$ cat src/rtl/int_pkg.sv
// Shared types and constants for the interrupt unit: FSM states, PC mux
// select encodings and a width helper for interrupt indices.
package int_pkg;

    typedef enum logic [1:0] {
        IDLE    = 2'b00,
        ENTER   = 2'b01,
        SERVICE = 2'b10,
        RETURN  = 2'b11
    } state_e;

    localparam logic [1:0] PC_SEL_SEQ = 2'b00;
    localparam logic [1:0] PC_SEL_BR  = 2'b01;
    localparam logic [1:0] PC_SEL_VEC = 2'b10;
    localparam logic [1:0] PC_SEL_EPC = 2'b11;

    // Width needed to hold an index in [0, n-1], never narrower than one bit.
    function automatic int idx_width(input int n);
        return (n > 1) ? $clog2(n) : 1;
    endfunction

endpackage

$ cat src/rtl/irq_pending.sv
// Edge capture, pending register, mask register and lowest-index priority
// encoder for the external interrupt lines.
module irq_pending
    import int_pkg::*;
#(
    parameter int NUM_IRQ = 4,
    parameter int IDX_W   = idx_width(NUM_IRQ)
) (
    input  logic               clk,
    input  logic               rst_n,
    input  logic [NUM_IRQ-1:0] irq_in,
    input  logic [NUM_IRQ-1:0] ack,
    input  logic               mask_we,
    input  logic [NUM_IRQ-1:0] mask_wdata,
    output logic               req_valid,
    output logic [IDX_W-1:0]   req_idx
);

    logic [NUM_IRQ-1:0] irq_prev_q, irq_prev_d;
    logic [NUM_IRQ-1:0] pending_q, pending_d;
    logic [NUM_IRQ-1:0] mask_q, mask_d;
    logic [NUM_IRQ-1:0] req;

    // A new edge on a bit beats its acknowledge in the same cycle.
    always_comb begin
        irq_prev_d = irq_in;
        pending_d  = (pending_q & ~ack) | (irq_in & ~irq_prev_q);
        mask_d     = mask_we ? mask_wdata : mask_q;
    end

    always_ff @(posedge clk or negedge rst_n) begin
        if (!rst_n) begin
            irq_prev_q <= '0;
            pending_q  <= '0;
            mask_q     <= '1;
        end else begin
            irq_prev_q <= irq_prev_d;
            pending_q  <= pending_d;
            mask_q     <= mask_d;
        end
    end

    assign req       = pending_q & mask_q;
    assign req_valid = |req;

    always_comb begin
        req_idx = '0;
        for (int i = NUM_IRQ - 1; i >= 0; i--) begin
            if (req[i]) req_idx = IDX_W'(i);
        end
    end

endmodule

$ cat src/rtl/interrupt_unit.sv
// Interrupt controller driving the PC-source mux select of the pipelined core.
// Define INT_NEST_EN to allow higher-priority requests to preempt a handler.
module interrupt_unit
    import int_pkg::*;
#(
    parameter int                NUM_IRQ    = 4,
    parameter int                ADDR_W     = 32,
    parameter logic [ADDR_W-1:0] VEC_BASE   = 32'h0000_0080,
    parameter logic [ADDR_W-1:0] VEC_STRIDE = 32'h0000_0010
) (
    input  logic               clk,
    input  logic               rst_n,
    input  logic [NUM_IRQ-1:0] irq_in,
    input  logic               mask_we,
    input  logic [NUM_IRQ-1:0] mask_wdata,
    input  logic               safe_pt,
    input  logic [ADDR_W-1:0]  resume_pc,
    input  logic               branch_taken,
    input  logic               eret_in,
    output logic [1:0]         pc_sel,
    output logic [ADDR_W-1:0]  vec_addr,
    output logic [ADDR_W-1:0]  epc_out,
    output logic               flush,
    output logic [NUM_IRQ-1:0] int_ack,
    output logic               in_service
);

    localparam int IDX_W = idx_width(NUM_IRQ);

    state_e              state_q, state_d;
    logic [ADDR_W-1:0]   epc_q, epc_d;
    logic [ADDR_W-1:0]   vec_q, vec_d;
    logic                flush_q, flush_d;
    logic [NUM_IRQ-1:0]  int_ack_q, int_ack_d;
    logic                redirect_q, redirect_d;
    logic                sel_lo_q, sel_lo_d;
    logic                take;
    logic                req_valid;
    logic [IDX_W-1:0]    req_idx;

`ifdef INT_NEST_EN
    localparam int SP_W = idx_width(NUM_IRQ + 1);

    logic [IDX_W-1:0]  idx_q, idx_d;
    logic [ADDR_W-1:0] stk_epc_q [NUM_IRQ];
    logic [ADDR_W-1:0] stk_epc_d [NUM_IRQ];
    logic [IDX_W-1:0]  stk_idx_q [NUM_IRQ];
    logic [IDX_W-1:0]  stk_idx_d [NUM_IRQ];
    logic [SP_W-1:0]   sp_q, sp_d;
    logic [SP_W-1:0]   sp_top;

    assign sp_top = sp_q - SP_W'(1);
`endif

    irq_pending #(
        .NUM_IRQ (NUM_IRQ),
        .IDX_W   (IDX_W)
    ) u_pending (
        .clk        (clk),
        .rst_n      (rst_n),
        .irq_in     (irq_in),
        .ack        (int_ack_q),
        .mask_we    (mask_we),
        .mask_wdata (mask_wdata),
        .req_valid  (req_valid),
        .req_idx    (req_idx)
    );

    function automatic logic [ADDR_W-1:0] vec_of(input logic [IDX_W-1:0] idx);
        return VEC_BASE + ADDR_W'(idx) * VEC_STRIDE;
    endfunction

    always_comb begin
        state_d    = state_q;
        epc_d      = epc_q;
        vec_d      = vec_q;
        flush_d    = 1'b0;
        int_ack_d  = '0;
        redirect_d = 1'b0;
        sel_lo_d   = 1'b0;
        take       = 1'b0;
`ifdef INT_NEST_EN
        idx_d      = idx_q;
        stk_epc_d  = stk_epc_q;
        stk_idx_d  = stk_idx_q;
        sp_d       = sp_q;
`endif
        case (state_q)
            IDLE: take = req_valid && safe_pt;
            ENTER: state_d = SERVICE;
            SERVICE: begin
                if (eret_in) begin
                    state_d    = RETURN;
                    flush_d    = 1'b1;
                    redirect_d = PC_SEL_EPC[1];
                    sel_lo_d   = PC_SEL_EPC[0];
                end
`ifdef INT_NEST_EN
                else if (req_valid && safe_pt && (req_idx < idx_q)) begin
                    take                          = 1'b1;
                    stk_epc_d[sp_q[IDX_W-1:0]]    = epc_q;
                    stk_idx_d[sp_q[IDX_W-1:0]]    = idx_q;
                    sp_d                          = sp_q + SP_W'(1);
                end
`endif
            end
            RETURN: begin
`ifdef INT_NEST_EN
                // Returning from a nested handler resumes the preempted one.
                if (sp_q != '0) begin
                    state_d = SERVICE;
                    epc_d   = stk_epc_q[sp_top[IDX_W-1:0]];
                    idx_d   = stk_idx_q[sp_top[IDX_W-1:0]];
                    sp_d    = sp_top;
                end else
`endif
                state_d = IDLE;
            end
            default: state_d = IDLE;
        endcase

        if (take) begin
            state_d    = ENTER;
            epc_d      = resume_pc;
            vec_d      = vec_of(req_idx);
            flush_d    = 1'b1;
            int_ack_d  = NUM_IRQ'(1) << req_idx;
            redirect_d = PC_SEL_VEC[1];
            sel_lo_d   = PC_SEL_VEC[0];
`ifdef INT_NEST_EN
            idx_d      = req_idx;
`endif
        end
    end

    always_ff @(posedge clk or negedge rst_n) begin
        if (!rst_n) begin
            state_q    <= IDLE;
            epc_q      <= '0;
            vec_q      <= '0;
            flush_q    <= 1'b0;
            int_ack_q  <= '0;
            redirect_q <= 1'b0;
            sel_lo_q   <= 1'b0;
`ifdef INT_NEST_EN
            idx_q      <= '0;
            sp_q       <= '0;
            for (int i = 0; i < NUM_IRQ; i++) begin
                stk_epc_q[i] <= '0;
                stk_idx_q[i] <= '0;
            end
`endif
        end else begin
            state_q    <= state_d;
            epc_q      <= epc_d;
            vec_q      <= vec_d;
            flush_q    <= flush_d;
            int_ack_q  <= int_ack_d;
            redirect_q <= redirect_d;
            sel_lo_q   <= sel_lo_d;
`ifdef INT_NEST_EN
            idx_q      <= idx_d;
            sp_q       <= sp_d;
            stk_epc_q  <= stk_epc_d;
            stk_idx_q  <= stk_idx_d;
`endif
        end
    end

    // Only branch_taken reaches pc_sel combinationally, and only outside redirects.
    assign pc_sel     = {redirect_q, redirect_q ? sel_lo_q : branch_taken};
    assign vec_addr   = vec_q;
    assign epc_out    = epc_q;
    assign flush      = flush_q;
    assign int_ack    = int_ack_q;
    assign in_service = (state_q == SERVICE);

endmodule

$ cat config.mk
export PLATFORM = sky130hd
export DESIGN_NAME = interrupt_unit
export DESIGN_NICKNAME = d
export VERILOG_FILES = /design/src/rtl/int_pkg.sv /design/src/rtl/irq_pending.sv /design/src/rtl/interrupt_unit.sv
export SDC_FILE = /design/constraint.sdc
export NUM_CORES = 1
export LEC_CHECK = 0
export BUFFER_PORTS_ARGS = -buffer_cell sky130_fd_sc_hd__buf_2
export CAP_MARGIN = 20
export CORE_ASPECT_RATIO = 1.1
export CORE_MARGIN = 2
export CORE_UTILIZATION = 46
export CTS_CLUSTER_DIAMETER = 40
export CTS_CLUSTER_SIZE = 28
export DETAILED_ROUTE_END_ITERATION = 12
export PLACE_DENSITY = 0.9
export RECOVER_POWER = 100
export SETUP_SLACK_MARGIN = 0.5
export SLEW_MARGIN = 20
export SYNTH_ARGS = -nofsm -noshare
export SYNTH_HDL_FRONTEND = slang
export SYNTH_SLANG_ARGS = --single-unit
$ cat constraint.sdc
create_clock -name clk -period 2 [get_ports clk]
set_input_delay 0.6 -clock clk [delete_from_list [all_inputs] [get_ports clk]]
set_output_delay 0.6 -clock clk [all_outputs]
set_load 0.02 [all_outputs]
==> results <==
- Entering global routing, the biggest net connects 31 pins.
- The share of the cycle needed by the critical path after routing is 89.6%.
- The worst min-delay path class is input pin to asynchronous set/reset pin.
- The average instance area after synthesis is 13.9 um2.
- The TritonCTS clock tree is yes.
- The minimum clock period is 1790 ps.
- Once placement finished, the instance area stood at 2820 um2.
- The number of antenna diodes in the final layout is 0.
- The depth of the CTS H-tree is 2.
- Yosys printed 0 warnings.
- The longest clock path from root to sink contains 2 buffers.
- The number of max-slew violations in the final report is 0.
- The flow ran to the end, and the final reports show no timing, DRC or antenna violations.
- The final count of hold timing violations is 0.
- The post-detailed-route count of antenna-violating nets is 0.
- The clock tree skew after final layout is 8.59 ps.
- The critical path launch point type is a flop.
- For this run, the post-layout net count is 324.
- The clock-pin slew on the worst setup and hold paths is 90 ps.
- Summed over all layers, the global routing overflow is 0.
- The region available for standard cell placement spans 5030 um2.
- After the first detailed-routing iteration, the DRC count stood at 44.
- The part of the Yosys area used for sequential elements is 57.2%.
- Timing analysis after detailed placement gives a worst setup slack of 240 ps.
- The first detailed-routing pass took 3 iterations.
- The residual DRC count is 0.
- The initial antenna violation count is 0.
- The power density over cell area is 1530 nW/um2.
- The smallest setup slack after layout is 209 ps.
- After routing the design area is 2940 um2.
- The die outline area is 5840 um2.
- The count of mapped cells out of synthesis is 174.
- The total of max-cap violations is 0.
- The peak fanout along the critical path is 3.
- The number of storage elements in the synthesis netlist is 55.
- Data arrives at the worst endpoint at 1190 ps.
- The cell family contributing the most delay on the critical path is flip-flops.
- The routability congestion estimate is 0.722.
- The chip height is 80.0 um.
- The wire-length estimate of the detail-placed layout is 3.19 mm.
- The detailed-route via count is 1521.
- The highest clock rate is 0.558 GHz.
- 118 I/O pins were placed.
- Setup violations remaining at the end of the flow were counted as 0.
- The number of buffers and inverters on the critical path is 1.
- The wire length of the first global-routing pass is 6.69 mm.
- After synthesis, the netlist uses 27 different library cells.
- In this run the tightest slew margin relative to its limit is 46.5%.
- The synthesis-to-layout area growth is 21.9%.
- The initialized floorplan defines 27 standard-cell rows.
- The total routed wirelength is 4.31 mm.
- Among all stages on the critical path, the largest delay is contributed by sky130_fd_sc_hd__dfrtp_1.
- The fraction of final layout cells sized beyond drive strength 1 is 32.6%.
- The routed wirelength normalized by instance count is 12.9 um.
- In the routed layout, each cell is associated on average with a via count of 4.55.
- The number of global-route vias before repair is 1512.
- The clock reaches the later pin of the worst-skew pair after 300 ps.
- The measured slew at the worst slew-check pin is 803 ps.
- The mapped netlist covers 2410 um2.
- The final-layout setup total negative slack is 0 ps.
- In this run the static leakage power is 1.44 nW.
- On the worst path, the slowest cell contributes a delay of 410 ps.
- For this configuration, the core starts out at a cell density of 47.9%.
- CTS placed an instance of sky130_fd_sc_hd__clkbuf_8 at the clock tree root.
- The setup path with the least slack is of type flop to output port.
- The overall global routing resource usage is 15.1%.
- Setup repair after global routing could not meet its margin everywhere.
- The overall power is 4.51 mW.
- The sort of element at the end of the critical path is an output port.
- TritonCTS created 5 clock buffers.
- The worst-case IR drop observed on VDD is 709 uV.
- The total number of clock tree sinks is 55.
- For the worst setup path, the data required time is 1400 ps.
- The signal on the critical path passes through mux2_1 > buf_6.
- The width of the die is 73.1 um.
- In this run the tool buffered the top-level ports with 88 buffer cells.
-- worst reg2reg max path: cells and delay by family (launching register included) --
kind                       cells  cell delay (ps)
AOI/OAI and AO/OA              1              220
adders and majority gates      1              220
buffers and inverters          3              380
DFF                            1              390
muxes                          1              340
and+or+nand+nor                1               80
-- routing by layer --
metal	up-vias	global-route usage (%)	share of wire [%]
met1	737	17.2	39
met4	0	4.44	1.2
li1	713	-	-
met2	64	26.8	53
met5	-	0	0
met3	7	4.55	7.1
-- cell type report --
type                            count  area (um2)
Multi-Input combinational cell    103         788
Clock inverter                      2        60.1
Sequential cell                    55        1380
Timing Repair Buffer              100         531
Clock buffer                        6        72.6
Inverter                           10        37.5
Tap cell                           58        72.6
Fill cell                         455        2090
-- final timing paths --
path | start | end | slack (ps) | depth (start not counted)
hold / removal | rst_n | epc_out[28] | 360 | 1
min in group clk | irq_in[1] | u_pending.irq_prev_q[1] | 420 | 1
max in group asynchronous | rst_n | epc_out[21] | 450 | 2
hold reg to reg | u_pending.irq_prev_q[1] | u_pending.pending_q[1] | 430 | 1
setup reg to reg | state_q[0] | epc_out[22] | 250 | 7
setup / recovery | redirect_q | pc_sel[0] | 210 | 2
-- Yosys cell counts --
cell	count	area, um2
sky130_fd_sc_hd__dfrtp_1	51	1280
sky130_fd_sc_hd__buf_4	31	233
sky130_fd_sc_hd__mux2_2	23	259
sky130_fd_sc_hd__mux2_4	15	225
sky130_fd_sc_hd__inv_1	10	37.5
sky130_fd_sc_hd__nand2_1	8	30.0
sky130_fd_sc_hd__nor2_1	6	22.5
sky130_fd_sc_hd__dfstp_2	4	105
sky130_fd_sc_hd__o22ai_1	4	25.0
sky130_fd_sc_hd__ha_1	3	37.5
sky130_fd_sc_hd__nand2b_1	2	12.5
sky130_fd_sc_hd__nand3_1	2	10.0
sky130_fd_sc_hd__a211oi_1	1	7.51
sky130_fd_sc_hd__a21boi_0	1	7.51
sky130_fd_sc_hd__a21o_1	1	7.51
sky130_fd_sc_hd__a21oi_1	1	5.00
sky130_fd_sc_hd__a31oi_1	1	6.26
sky130_fd_sc_hd__a31oi_4	1	21.3
sky130_fd_sc_hd__and2_4	1	8.76
sky130_fd_sc_hd__buf_12	1	20.0
sky130_fd_sc_hd__buf_6	1	11.3
sky130_fd_sc_hd__buf_8	1	15.0
sky130_fd_sc_hd__conb_1	1	3.75
sky130_fd_sc_hd__nor3b_1	1	7.51
sky130_fd_sc_hd__o21ai_0	1	5.00
sky130_fd_sc_hd__o21bai_1	1	7.51
sky130_fd_sc_hd__or2_2	1	6.26
-- repair_timing --
item	in CTS	in global routing
cloned	1	0
hold buffers	0	0
setup endpoints to repair	36	45
resized for setup	15	2
buffers inserted	3	4
-- logic make-up after synthesis --
| kind of cell | after synthesis | synth area share (%) |
|---|---|---|
| AO/OA/AOI/OAI | 12 | 3.84 |
| buffers and inverters | 44 | 13.1 |
| AND/OR/NAND/NOR | 21 | 4.04 |
| other | 1 | 0.155 |
| adder cells (fa/ha/maj) | 3 | 1.56 |
| multiplexers | 38 | 20.1 |
| flip-flops | 55 | 57.2 |
-- flip-flops by register name (all words and copies together) (netlist names) --
signal / cells
vec_addr: 3
epc_out: 32
int_ack: 4
state_q: 2
redirect_q: 1
u_pending.mask_q: 4
sel_lo_q: 1
u_pending.irq_prev_q: 4
u_pending.pending_q: 4
-- layout by cell type (no fill, tap or decap), types with 3 or more instances in the layout --
cell and count:
sky130_fd_sc_hd__dfrtp_1 51, sky130_fd_sc_hd__clkbuf_1 46, sky130_fd_sc_hd__buf_2 42, sky130_fd_sc_hd__conb_1 29, sky130_fd_sc_hd__mux2_1 20, sky130_fd_sc_hd__mux2_2 15, sky130_fd_sc_hd__inv_1 10, sky130_fd_sc_hd__nor2_1 6
sky130_fd_sc_hd__buf_4 6, sky130_fd_sc_hd__nand2_1 5, sky130_fd_sc_hd__clkbuf_8 5, sky130_fd_sc_hd__o22ai_1 4, sky130_fd_sc_hd__dfstp_2 4, sky130_fd_sc_hd__mux2_4 3, sky130_fd_sc_hd__ha_1 3
-- where the power goes --
| group | total, mW | internal (mW) | switching [mW] |
|---|---|---|---|
| clock network | 0.833 | 0.500 | 0.332 |
| registers | 1.77 | 1.55 | 0.220 |
| logic | 1.91 | 0.790 | 1.12 |
-- stage by stage --
stage | std cells | utilization [%] | hold slack [ps]
6_report | 334 | 58.5 | 358
5_1_grt | 334 | 58.5 | 394
4_1_cts | 330 | 60.8 | 205
3_5_place_dp | 318 | 56.0 | 417
3_3_place_gp | 318 | 56.0 | 402
2_1_floorplan | 202 | - | 304
No activity file was read; power rests on OpenSTA's default activity.
